$ cat config.mk
export PLATFORM = sky130hd
export DESIGN_NAME = kpn_arith_node
export DESIGN_NICKNAME = d
export VERILOG_FILES = /design/src/rtl/kpn_arith_node.sv
export SDC_FILE = /design/constraint.sdc
export NUM_CORES = 1
export LEC_CHECK = 0
export ABC_AREA = 1
export BUFFER_PORTS_ARGS = -buffer_cell sky130_fd_sc_hd__buf_2
export CAP_MARGIN = 20
export CELL_PAD_IN_SITES_DETAIL_PLACEMENT = 1
export CELL_PAD_IN_SITES_GLOBAL_PLACEMENT = 1
export CORE_ASPECT_RATIO = 1.4
export CORE_UTILIZATION = 40
export DETAILED_ROUTE_END_ITERATION = 8
export PLACE_DENSITY = 0.67
export SETUP_SLACK_MARGIN = 0.15
export SYNTH_ARGS = -nofsm -noshare
export SYNTH_HDL_FRONTEND = slang
export SYNTH_SLANG_ARGS = --single-unit
$ cat constraint.sdc
create_clock -name clk -period 5.8 [get_ports clk]
set_clock_uncertainty 0.2 [all_clocks]
set_input_delay 0.87 -clock clk [delete_from_list [all_inputs] [get_ports clk]]
set_output_delay 0.87 -clock clk [all_outputs]
set_load 0.02 [all_outputs]
$ cat src/rtl/kpn_arith_node.sv
// rtl/kpn_arith_node.sv - two-input streaming arithmetic KPN node with per-channel token FIFOs
// Pairs tokens from channels A and B in arrival order and emits one registered result per fire.

module kpn_token_fifo #(
    parameter int WIDTH = 16,
    parameter int DEPTH = 4
) (
    input  logic             clk,
    input  logic             reset_n,
    input  logic             flush,
    input  logic             push,
    input  logic [WIDTH-1:0] push_data,
    input  logic             pop,
    output logic [WIDTH-1:0] pop_data,
    output logic             full,
    output logic             empty
);
    localparam int AW = $clog2(DEPTH);

    logic [WIDTH-1:0] mem [DEPTH];
    logic [AW:0]      wr_ptr;
    logic [AW:0]      rd_ptr;

    // Extra pointer MSB distinguishes full from empty when the index bits match.
    assign full     = (wr_ptr[AW-1:0] == rd_ptr[AW-1:0]) && (wr_ptr[AW] != rd_ptr[AW]);
    assign empty    = (wr_ptr == rd_ptr);
    assign pop_data = mem[rd_ptr[AW-1:0]];

    always_ff @(posedge clk or negedge reset_n) begin
        if (!reset_n) begin
            wr_ptr <= '0;
            rd_ptr <= '0;
        end else if (flush) begin
            wr_ptr <= '0;
            rd_ptr <= '0;
        end else begin
            if (push && !full) begin
                wr_ptr <= wr_ptr + 1'b1;
            end
            if (pop && !empty) begin
                rd_ptr <= rd_ptr + 1'b1;
            end
        end
    end

    always_ff @(posedge clk) begin
        if (push && !full && !flush) begin
            mem[wr_ptr[AW-1:0]] <= push_data;
        end
    end
endmodule

module kpn_arith_node #(
    parameter int WIDTH = 16,
    parameter int DEPTH = 4
) (
    input  logic             clk,
    input  logic             reset_n,
    input  logic             flush,
    input  logic [WIDTH-1:0] a_data,
    input  logic             a_valid,
    output logic             a_ready,
    input  logic [WIDTH-1:0] b_data,
    input  logic             b_valid,
    output logic             b_ready,
    input  logic [1:0]       op,
    output logic [WIDTH-1:0] res_data,
    output logic             res_ovf,
    output logic             res_valid,
    input  logic             res_ready,
    output logic [WIDTH-1:0] last_result,
    output logic             show_result
);
    localparam logic [WIDTH-1:0] SMAX = {1'b0, {(WIDTH-1){1'b1}}};
    localparam logic [WIDTH-1:0] SMIN = {1'b1, {(WIDTH-1){1'b0}}};

    logic             a_full, a_empty, b_full, b_empty;
    logic [WIDTH-1:0] a_head, b_head;
    logic             fire;
    logic [WIDTH-1:0] diff, sum, calc;
    logic             sub_ovf, add_ovf, calc_ovf;

    // Ready depends only on stored occupancy, so a full FIFO never passes a token through.
    assign a_ready = !a_full;
    assign b_ready = !b_full;
    assign fire    = !a_empty && !b_empty && (!res_valid || res_ready);

    kpn_token_fifo #(.WIDTH(WIDTH), .DEPTH(DEPTH)) u_fifo_a (
        .clk       (clk),
        .reset_n   (reset_n),
        .flush     (flush),
        .push      (a_valid && a_ready),
        .push_data (a_data),
        .pop       (fire),
        .pop_data  (a_head),
        .full      (a_full),
        .empty     (a_empty)
    );

    kpn_token_fifo #(.WIDTH(WIDTH), .DEPTH(DEPTH)) u_fifo_b (
        .clk       (clk),
        .reset_n   (reset_n),
        .flush     (flush),
        .push      (b_valid && b_ready),
        .push_data (b_data),
        .pop       (fire),
        .pop_data  (b_head),
        .full      (b_full),
        .empty     (b_empty)
    );

    always_comb begin
        diff     = a_head - b_head;
        sum      = a_head + b_head;
        sub_ovf  = (a_head[WIDTH-1] != b_head[WIDTH-1]) && (diff[WIDTH-1] != a_head[WIDTH-1]);
        add_ovf  = (a_head[WIDTH-1] == b_head[WIDTH-1]) && (sum[WIDTH-1] != a_head[WIDTH-1]);
        calc     = diff;
        calc_ovf = 1'b0;
        unique case (op)
            2'b00: begin
                calc     = diff;
                calc_ovf = sub_ovf;
            end
            2'b01: begin
                calc     = sum;
                calc_ovf = add_ovf;
            end
            2'b10: begin
                // On overflow the true result has the sign of the minuend.
                calc     = sub_ovf ? (a_head[WIDTH-1] ? SMIN : SMAX) : diff;
                calc_ovf = sub_ovf;
            end
            default: begin
                calc     = (a_head >= b_head) ? diff : (b_head - a_head);
                calc_ovf = 1'b0;
            end
        endcase
    end

    always_ff @(posedge clk or negedge reset_n) begin
        if (!reset_n) begin
            res_data    <= '0;
            res_ovf     <= 1'b0;
            res_valid   <= 1'b0;
            last_result <= '0;
            show_result <= 1'b0;
        end else if (flush) begin
            res_data    <= '0;
            res_ovf     <= 1'b0;
            res_valid   <= 1'b0;
            last_result <= '0;
            show_result <= 1'b0;
        end else if (fire) begin
            res_data    <= calc;
            res_ovf     <= calc_ovf;
            res_valid   <= 1'b1;
            last_result <= calc;
            show_result <= 1'b1;
        end else if (res_ready) begin
            res_valid   <= 1'b0;
        end
    end
endmodule

* Word level (Yosys, flattened, before mapping)
Memories as Yosys holds them, arrays and structs flattened.
Index checks and enable logic that the tools add are counted.
W data, S select, Z words.
** Cells by class
- Add/subtract/negate cells :: 7
- Magnitude comparators :: 1
- Equality and inequality tests :: 12
- Multiplexer cells :: 26
- Reductions and logical operators :: 29
** Operators with widths (number)
- $mux W16 :: 5
- $pmux W16 S3 :: 1
- $sub A16 B16 Y16 :: 2
- $mux W3 :: 8
- $add A16 B16 Y16 :: 1
- $ge A16 B16 Y1 :: 1
- $logic_and A1 B1 Y1 :: 14
- $add A3 B1 Y3 const B :: 4
- $mux W1 :: 11
- $reduce_bool A2 Y1 :: 5
- $eq A3 B3 Y1 :: 2
- $logic_not A1 Y1 :: 6
- $ne A1 B1 Y1 :: 5
- $eq A2 B2 Y1 :: 2
- $reduce_bool A3 Y1 :: 1
- $eq A2 B1 Y1 const B :: 1
- $eq A2 B2 Y1 const B :: 1
- $logic_not A2 Y1 :: 1
- $pmux W1 S2 :: 1
- $reduce_or A2 Y1 :: 1
- $eq A1 B1 Y1 :: 1
- $logic_or A1 B1 Y1 :: 1
** Word-level totals
- Flip-flop bits (word level) :: 31
- RAM bits :: 128
- Output and inout bits :: 37
- Logic and storage cells :: 85
- Memories :: 2
** Memory list
- u_fifo_a.mem :: depth 4, width 16, rd ports 1, clocked after Yosys merged registers in 0, wr ports 1, RTL line 20 : logic [WIDTH-1:0] mem [DEPTH];
- u_fifo_b.mem :: depth 4, width 16, rd ports 1, clocked after Yosys merged registers in 0, wr ports 1, RTL line 20

* Depth between registers and ports, before layout
Gate-level depths: netlist of the first run.
- Word-level depth :: 8
- Mapped depth :: 24
- Gate-level depth less buffers :: 21

* Cells and area by module
A second synthesis of the first run with hierarchy kept.
** Unflattened totals
- Cell total of the unflattened synthesis :: 1222
- Area, all modules :: 10209.8 um2
** By module, submodules not included
- kpn_token_fifo :: times used 2, cells each 220, area each 2881.5 um2, seq. area each 2072.0 um2
- kpn_arith_node :: times used 1, cells each 782, area each 4446.8 um2, seq. area each 475.5 um2

* Worst setup path before layout of the first run
OpenSTA, ideal clock, no wires.
- Path kind :: register to register
- Start :: reg u_fifo_b.rd_ptr[0]
- End :: reg last_result[0]
- Data arrival time :: 3.532 ns
- Data required time :: 5.467 ns
- Slack :: 1.935 ns
- Cell stages (with the launch flop) :: 19
- Path buffers :: 2
- Period minus slack after synthesis :: 3.865 ns
- Cells stage by stage :: dfrtp_1 > buf_2 > inv_2 > clkbuf_1 > nand2_1 > a32oi_1 > inv_1 > ha_1 > nand2_1 > o21ai_1 > nand2_1 > nand2_1 > a21oi_1 > fa_1 > inv_1 > nand2_1 > nand3_1 > o311ai_0 > nand2_1
** Between the ends
- Word-level cells in the longest chain between the ends :: 8
- Elaborated cells on any way between the ends :: 18
- Those cells by class :: add/sub: 3; order compare: 1; eq/ne: 3; mux: 5; reduce/logical: 5; memory: 1
** Ends and longest elaborated chain
- start: declaration :: RTL line 22 : logic [AW:0] rd_ptr;
- start signal: assignment :: RTL line 41 : rd_ptr <= rd_ptr + 1'b1;
- $mem_v2 Z4 W16
- $sub A16 B16 Y16 :: RTL line 113 : diff = a_head - b_head;
- $ne A1 B1 Y1 :: RTL line 115 : sub_ovf = (a_head[WIDTH-1] != b_head[WIDTH-1]) && (diff[WIDTH-1] != a_head[WIDTH-1]);
- $logic_and A1 B1 Y1 :: RTL line 115
- $mux W16 :: RTL line 130 : calc = sub_ovf ? (a_head[WIDTH-1] ? SMIN : SMAX) : diff;
- $pmux W16 S3 :: RTL line 119 : unique case (op)
- $mux W16 :: RTL line 153 : end else if (fire) begin
- $mux W16 :: RTL line 147 : end else if (flush) begin
- end signal: assignment :: RTL line 157 : last_result <= calc;
- end: declaration :: RTL line 71 : output logic [WIDTH-1:0] last_result,
Several ways; a longest one is shown, not always the timed one. The select of a mux whose other input is x is not followed.
A chain may end at the register's enable or synchronous reset.

* Worst setup path after layout of the first run
- Start :: reg u_fifo_a.rd_ptr[1]
- End :: reg last_result[8]
** Between the ends
- Word-level cells in the longest chain between the ends :: 8
- Elaborated cells on any way between the ends :: 19
- Those cells by class :: add/sub: 3; order compare: 1; eq/ne: 3; mux: 6; reduce/logical: 5; memory: 1
** Ends and longest elaborated chain (RTL line)
- start: declaration :: 22
- start signal: assignment :: 41
- $mem_v2 Z4 W16
- $sub A16 B16 Y16 :: 113
- $ne A1 B1 Y1 :: 115
- $logic_and A1 B1 Y1 :: 115
- $mux W16 :: 130
- $pmux W16 S3 :: 119
- $mux W16 :: 153
- $mux W16 :: 147
Several ways; a longest one is shown, not always the timed one. The select of a mux whose other input is x is not followed.

==> results of run 1 <==
-- final timing paths --
kind                                                      from                              to  slack [ps]  cells after the start
worst max-delay path            u_fifo_a.rd_ptr[1]$_DFFE_PN0P_      last_result[8]$_DFFE_PN0P_         860                     17
worst min-delay path                                   reset_n     last_result[12]$_DFFE_PN0P_         280                      1
worst max register to register  u_fifo_a.rd_ptr[1]$_DFFE_PN0P_      last_result[8]$_DFFE_PN0P_         860                     17
worst min register to register  u_fifo_b.rd_ptr[2]$_DFFE_PN0P_  u_fifo_b.rd_ptr[2]$_DFFE_PN0P_         300                      1
max in group asynchronous                              reset_n  u_fifo_b.rd_ptr[1]$_DFFE_PN0P_        4620                      1
min in group clk                u_fifo_b.rd_ptr[2]$_DFFE_PN0P_  u_fifo_b.rd_ptr[2]$_DFFE_PN0P_         300                      1
-- where the power goes --
group	switching, mW	internal (mW)
registers	0.0424	1.31
logic	2.50	0.990
clock network	0.508	0.609
-- routing by layer --
metal,part of all wire,up-vias
met5,0,-
met4,0.026,0
met3,0.021,31
met2,0.52,122
met1,0.43,3855
li1,-,3899
-- area by class of cell --
| cell class | instances | area share |
|---|---|---|
| timing repair buffer | 88 | 0.0434 |
| clock inverter | 14 | 0.0142 |
| multi-input combinational | 785 | 0.390 |
| inverter | 145 | 0.0502 |
| sequential | 159 | 0.426 |
| tap | 310 | 0.0358 |
| clock buffer | 18 | 0.0396 |
-- registers in the layout, summed over array words and instances (netlist names) --
name and cells:
last_result 16, u_fifo_a.mem 64, res_ovf 1, u_fifo_b.rd_ptr 3, u_fifo_b.mem 64, res_valid 1
u_fifo_a.rd_ptr 3, u_fifo_a.wr_ptr 3, u_fifo_b.wr_ptr 3, show_result 1
-- stage by stage --
step                       util  hold WS, ps  total power, mW  area [um2]
final                     0.453          279             5.96       10800
after global routing      0.453          313             6.42       10800
after CTS                 0.453          295             6.00       10800
after detailed placement  0.429          278             4.86       10200
after global placement    0.429          260             4.82       10200
after floorplan               -          254             3.90        9720
-- cell usage in the layout (no fill, tap or decap), types with 31 or more instances in the layout --
cell	count
nand3_1	90
buf_2	76
a21oi_1	77
nand2_1	358
dfrtp_1	31
ha_1	56
edfxtp_1	128
inv_1	140
nor2_1	58
-- critical path: stages, from the launching register on --
cell and delay [ps]:
dfrtp_1 420, inv_1 760, a21oi_1 80, a32oi_1 480, ha_1 490, a21oi_1 340
nor2_1 70, nor2_1 210, o221ai_1 140, a21oi_1 260, fa_1 520, inv_1 120
nand4_1 290, nand2_1 140, inv_1 110, o211ai_1 110, nand3_1 90, nand2_1 60
-- cells by family (layout without fill, tap and decap cells) --
group | Yosys count | in the layout | synth area share
DFF | 159 | 159 | 0.475
and+or+nand+nor | 544 | 544 | 0.235
AOI/OAI and AO/OA | 164 | 164 | 0.104
buffers and inverters | 199 | 265 | 0.0897
xor gates and xnor gates | 17 | 17 | 0.0153
adders and majority gates | 60 | 60 | 0.0803
-- synth_stat cells --
cell      number  area, um2
nand2_1      358       1340
inv_1        140        526
edfxtp_1     128       3840
nand3_1       90        450
a21oi_1       77        385
nor2_1        58        218
ha_1          56        701
dfrtp_1       31        776
a32oi_1       30        263
o21ai_0       30        150
buf_4         23        173
clkbuf_1      18       67.6
nand4_1       17        106
xor2_1        14        123
o21ai_1        8       40.0
buf_2          7       35.0
inv_2          5       18.8
nand2_2        5       31.3
o21bai_1       5       37.5
buf_6          4       45.0
fa_1           4       80.1
nand3_2        4       40.0
nor3_1         4       20.0
a21oi_2        3       26.3
o211ai_1       3       22.5
xnor2_1        3       26.3
buf_1          2       7.51
nor2_4         2       22.5
o211ai_2       2       25.0
a211oi_1       1       7.51
a21oi_4        1       16.3
a32o_1         1       10.0
and2_1         1       6.26
nand2_4        1       11.3
nor2_2         1       6.26
nor3_2         1       10.0
nor3_4         1       16.3
o21a_1         1       7.51
o221ai_1       1       8.76
o311ai_0       1       8.76
or2_2          1       6.26
==> results.py, run 1 <==
metrics = {
    "cts": {
        "cts_hold_buf": 0,
        "post_cts_resized": 0,
        "tritoncts": "done",
        "clockBufferDepth": 2,
        "cts_made_buffers": 17,
        "cts_root_buf": "clkbuf_16",
        "clk_pin_slew_ps": 70,
        "htreeDepth": 4,
        "cts_sinks": 159,
        "clock_latency_ps": 440,
        "cts_setup_buffers": 0,
    },
    "sta": {
        "setup_viol": 0,
        "rsz0062_at_grt": "false",
        "tns_ps": 0,
        "finalHoldViolCount": 0,
        "report.final.slew_viol_count": 0,
        "fmax_mhz": 202,
        "slew_headroom": 0.279,
        "period_needed_ps": 4940,
        "worstMarginPinSlew_ps": 1080,
        "setup_slack_ps": 860,
        "post-route-period-util": 0.852,
    },
    "placement": {
        "gp_congestion": 0.911,
        "post-place-cells": 1487,
        "dp_hpwl_um": 22000,
        "pre_cts_ws_ps": 928,
        "io_buffers": 76,
    },
    "power": {
        "ir_drop_uv": 287,
        "p_leak_nw": 5.05,
        "cellPowerDensity_nw_per_um2": 550,
    },
    "worst_setup_path": {
        "required_ps": 5980,
        "worst_setup_path_start_kind": "flip-flop",
        "cp-end-kind": "flip-flop",
        "critPathArrivalTime_ps": 5120,
        "crit_fanout": 32,
        "crit_type": "flip-flop to flip-flop",
    },
    "die": {
        "die_x_um": 134,
        "rows": 67,
        "start_util": 0.407,
        "core-area_um2": 23900,
        "pin_count": 77,
        "die_height_um": 186,
        "dieArea_um2": 24900,
    },
    "routing": {
        "wl_um": 28600,
        "drt_iter0_drc": 294,
        "ant_nets": 0,
        "firstDrtPassIters": 5,
        "drc_errors": 0,
        "vias": 7907,
        "wl_per_cell_um": 18.8,
        "avgViaCountPerCell": 5.21,
    },
    "grt": {
        "grt_use_met2": 0.422,
        "grt_use_total": 0.238,
        "grt_max_degree": 36,
        "grt_pass1_vias": 8152,
        "antenna_found_initial": 0,
        "grt_use_met1": 0.289,
        "grt-ovfl-total": 0,
        "grt_pass1_wl_um": 44700,
        "busiest_layer": "met2",
        "use_met3": 0.0312,
    },
    "layout": {
        "synthToLayoutAreaGrowth_pct": 11.5,
        "multi_input_area_um2": 4230,
        "fillers": 2900,
        "seq_area_um2": 4620,
        "n_antenna_cell": 0,
        "stdcell_count": 1519,
        "num-nets-final": 1296,
        "layout-drive-gt1-share": 0.121,
    },
    "yosys": {
        "syn_avg_cell_area_um2": 8.50,
        "ys_types": 41,
        "ys_warn_count": 0,
        "yosysSeqAreaShare": 0.475,
        "synth_fp_nets": 1243,
        "synthCells": 1143,
        "ys_ff_latch": 159,
        "synth_area_um2": 9720,
    },
    "run_status": {
        "status": "finished clean",
    },
    "job": {
        "max_cap_viol_count": 0,
    },
    "worst_hold_path": {
        "hold_path_class": "primary input to async pin",
    },
}
Power figures use the tool's default switching activity.
==> run 2: changes to the inputs <==
--- a/config.mk
+++ b/config.mk
@@ -5,7 +5,6 @@
 export SDC_FILE = /design/constraint.sdc
 export NUM_CORES = 1
 export LEC_CHECK = 0
-export ABC_AREA = 1
 export BUFFER_PORTS_ARGS = -buffer_cell sky130_fd_sc_hd__buf_2
 export CAP_MARGIN = 20
 export CELL_PAD_IN_SITES_DETAIL_PLACEMENT = 1
@@ -13,7 +12,7 @@
 export CORE_ASPECT_RATIO = 1.4
 export CORE_UTILIZATION = 40
 export DETAILED_ROUTE_END_ITERATION = 8
-export PLACE_DENSITY = 0.67
+export PLACE_DENSITY = 0.64
 export SETUP_SLACK_MARGIN = 0.15
 export SYNTH_ARGS = -nofsm -noshare
 export SYNTH_HDL_FRONTEND = slang
==> run 2 against run 1 <==
Net effect:
- total power shrank 3.4%
- maximum frequency is 6.7% lower
- critical path depth grew 4
- register-to-register slack worse by 360 ps
- sequential power is essentially flat
- non-clock buffer count grew 7
- sequential cell count unchanged
- final cell count shrank 23%
- routed wire length down 7.4%
- synthesized cell count decreased by 31%
- area after synthesis shrank 3.7%
- global-route usage fell by 0.76 points
- critical path type unchanged
- largest cell class unchanged
==> results.py, run 2 <==
metrics = {
    "run_status": {
        "status": "finished clean",
    },
    "yosys": {
        "synth_top_cell_by_area": "edfxtp_1",
        "synth_fp_nets": 892,
        "synth_adder_area_share": 0.0834,
        "synthSimpleGateAreaFrac": 0.111,
        "yosys-top-cells-count": "128 x edfxtp_1, 65 x nor2_1, 56 x ha_1, 53 x inv_1, 48 x a21oi_1",
        "ys_ff_latch": 159,
        "synthFlopType": "edfxtp_1",
        "synth.top_cell.area_share": 0.411,
        "synthMostInstantiatedCell": "edfxtp_1",
        "synth_top_family_by_area": "compound AO/OA/AOI/OAI gates",
        "synth_area_um2": 9360,
        "async_flop_share": 0.195,
        "synthCells": 792,
        "ys_top_cells_by_area": "edfxtp_1 41%, dfrtp_1 8.3%, ha_1 7.5%",
        "yosysSeqAreaShare": 0.494,
        "synthMuxAreaShare": 0.0880,
        "ys_types": 75,
        "ys_warn_count": 0,
        "synth_compound_area_frac": 0.140,
        "synth_edf_count": 128,
        "syn_avg_cell_area_um2": 11.8,
        "synth_xor_area_frac": 0.0262,
    },
    "placement": {
        "gp_congestion": 0.936,
        "io_buffers": 76,
        "dp_hpwl_um": 19900,
    },
    "power": {
        "p_leak_nw": 4.23,
        "ir_drop_uv": 288,
        "cellPowerDensity_nw_per_um2": 542,
    },
    "routing": {
        "wl_um": 26500,
        "drc_errors": 0,
        "avgViaCountPerCell": 5.69,
        "wl_per_cell_um": 22.8,
        "vias": 6618,
        "drt_iter0_drc": 322,
        "ant_nets": 0,
        "firstDrtPassIters": 4,
    },
    "sta": {
        "post-route-period-util": 0.913,
        "period_needed_ps": 5300,
        "tns_ps": 0,
        "slew_headroom": 0.362,
        "report.final.slew_viol_count": 0,
        "worstMarginPinSlew_ps": 956,
        "rsz0062_at_grt": "false",
        "finalHoldViolCount": 0,
        "whs_ps": 295,
        "fmax_mhz": 189,
        "setup_viol": 0,
    },
    "grt": {
        "grt_pass1_wl_um": 41300,
        "grt_pass1_vias": 7177,
        "grt-ovfl-total": 0,
        "antenna_found_initial": 0,
        "grt_max_degree": 32,
        "grt_use_total": 0.230,
    },
    "cts": {
        "tritoncts": "done",
        "clockBufferDepth": 2,
        "clock_latency_ps": 440,
        "cts_hold_buf": 0,
        "clk_pin_slew_ps": 70,
        "cts_setup_buffers": 0,
        "cts_sinks": 159,
        "htreeDepth": 4,
        "cts_made_buffers": 17,
        "cts_root_buf": "clkbuf_16",
    },
    "layout": {
        "synthToLayoutAreaGrowth_pct": 13.5,
        "n_antenna_cell": 0,
        "num-nets-final": 950,
        "layout-drive-gt1-share": 0.209,
        "final_common_cell": "edfxtp_1",
        "mostFrequentLayoutCells": "128 x edfxtp_1, 76 x buf_2, 65 x nor2_1",
    },
    "worst_setup_path": {
        "crit_type": "flip-flop to flip-flop",
        "cp-end-kind": "flip-flop",
        "worst_setup_path_start_kind": "flip-flop",
        "cp_common_cell": "a21oi_1",
        "crit_path_top_delay_cell": "mux4_2",
        "cp_cell_sequence": "buf_12 -> mux4_2 -> inv_1 -> ha_1 -> buf_4 -> a21oi_1 -> o21ai_0 -> nand2_1 -> o21ai_1 -> o21ai_1 -> nand2b_1 -> a21o_1 -> a21oi_1 -> fa_1 -> or3b_4 -> nor2_4 -> nor2_2 -> o2111a_1 -> a22oi_1 -> o2111ai_1 -> a21oi_1",
        "critPathArrivalTime_ps": 5460,
        "crit_fanout": 17,
        "required_ps": 5960,
        "worst_path_largest_cell_delay_ps": 550,
    },
    "die": {
        "core-area_um2": 22800,
        "dieArea_um2": 24000,
        "rows": 65,
        "start_util": 0.411,
        "die_x_um": 131,
        "pin_count": 77,
        "die_height_um": 183,
    },
    "worst_hold_path": {
        "hold_path_class": "flip-flop to flip-flop",
    },
    "job": {
        "max_cap_viol_count": 0,
    },
}
## run 2: layer usage
| layer | wire, um | global-route usage | vias up |
|---|---|---|---|
| met5 | 0 | 0 | - |
| met4 | 754 | 0.106 | 0 |
| met3 | 594 | 0.0321 | 34 |
| met2 | 14300 | 0.424 | 139 |
| met1 | 10800 | 0.264 | 3393 |
| li1 | - | - | 3052 |
## run 2: final cells by class
cell class | count | area (um2)
fillers | 2471 | 12200
flip-flops and latches | 159 | 4620
clock inverters | 13 | 201
multi-input cells | 524 | 4240
well taps | 301 | 377
clock buffers | 19 | 433
repair buffers | 95 | 548
inverters | 53 | 199
## run 2: logic make-up (layout without fill, tap and decap cells)
logic type | count (synthesis) | count (layout)
XOR/XNOR | 28 | 28
buffers and inverters | 109 | 180
AO/OA/AOI/OAI | 187 | 187
multiplexers | 41 | 41
AND/OR/NAND/NOR | 208 | 208
adder cells (fa/ha/maj) | 60 | 60
flip-flops | 159 | 159
## run 2: through the flow
stage,worst slack (ps),instances,power [mW],util,cell area [um2]
global route,199,1164,6.09,0.466,10600
CTS,218,1164,5.76,0.465,10600
detailed placement,225,1132,4.52,0.437,9960
floorplan,583,792,3.65,-,9360
global placement,370,1132,4.48,0.437,9960
finish,503,1164,5.76,0.466,10600
## run 2: worst paths after layout
path | startpoint | end | slack [ps] | cells past startpoint
setup reg to reg | u_fifo_b.rd_ptr[0]$_DFFE_PN0P_ | last_result[11]$_DFFE_PN0P_ | 500 | 21
max in group asynchronous | reset_n | u_fifo_b.rd_ptr[0]$_DFFE_PN0P_ | 4440 | 1
hold reg to reg | last_result[5]$_DFFE_PN0P_ | last_result[5]$_DFFE_PN0P_ | 300 | 2
hold / removal | last_result[5]$_DFFE_PN0P_ | last_result[5]$_DFFE_PN0P_ | 300 | 2
setup / recovery | u_fifo_b.rd_ptr[0]$_DFFE_PN0P_ | last_result[11]$_DFFE_PN0P_ | 500 | 21
min in group asynchronous | reset_n | last_result[14]$_DFFE_PN0P_ | 320 | 1
## run 2: report_power, final
group          internal (mW)  switching (mW)  total (mW)
clock network          0.733           0.486        1.22
registers               1.32          0.0604        1.38
logic                   1.20            1.96        3.16
total                   3.25            2.51        5.76
## run 2: worst max-delay path: cells and delay by family, from the launching register on
kind,cells,cell delay [ps]
buf+inv,3,480
fa+ha+maj,2,780
compound gates,10,1810
flops,1,430
mux,1,550
simple gates,5,920
## run 2: repair_timing
item                                    CTS  global route
resized for setup                         0             7
endpoints found under the hold margin     0             0
endpoints found under the setup margin    0            12
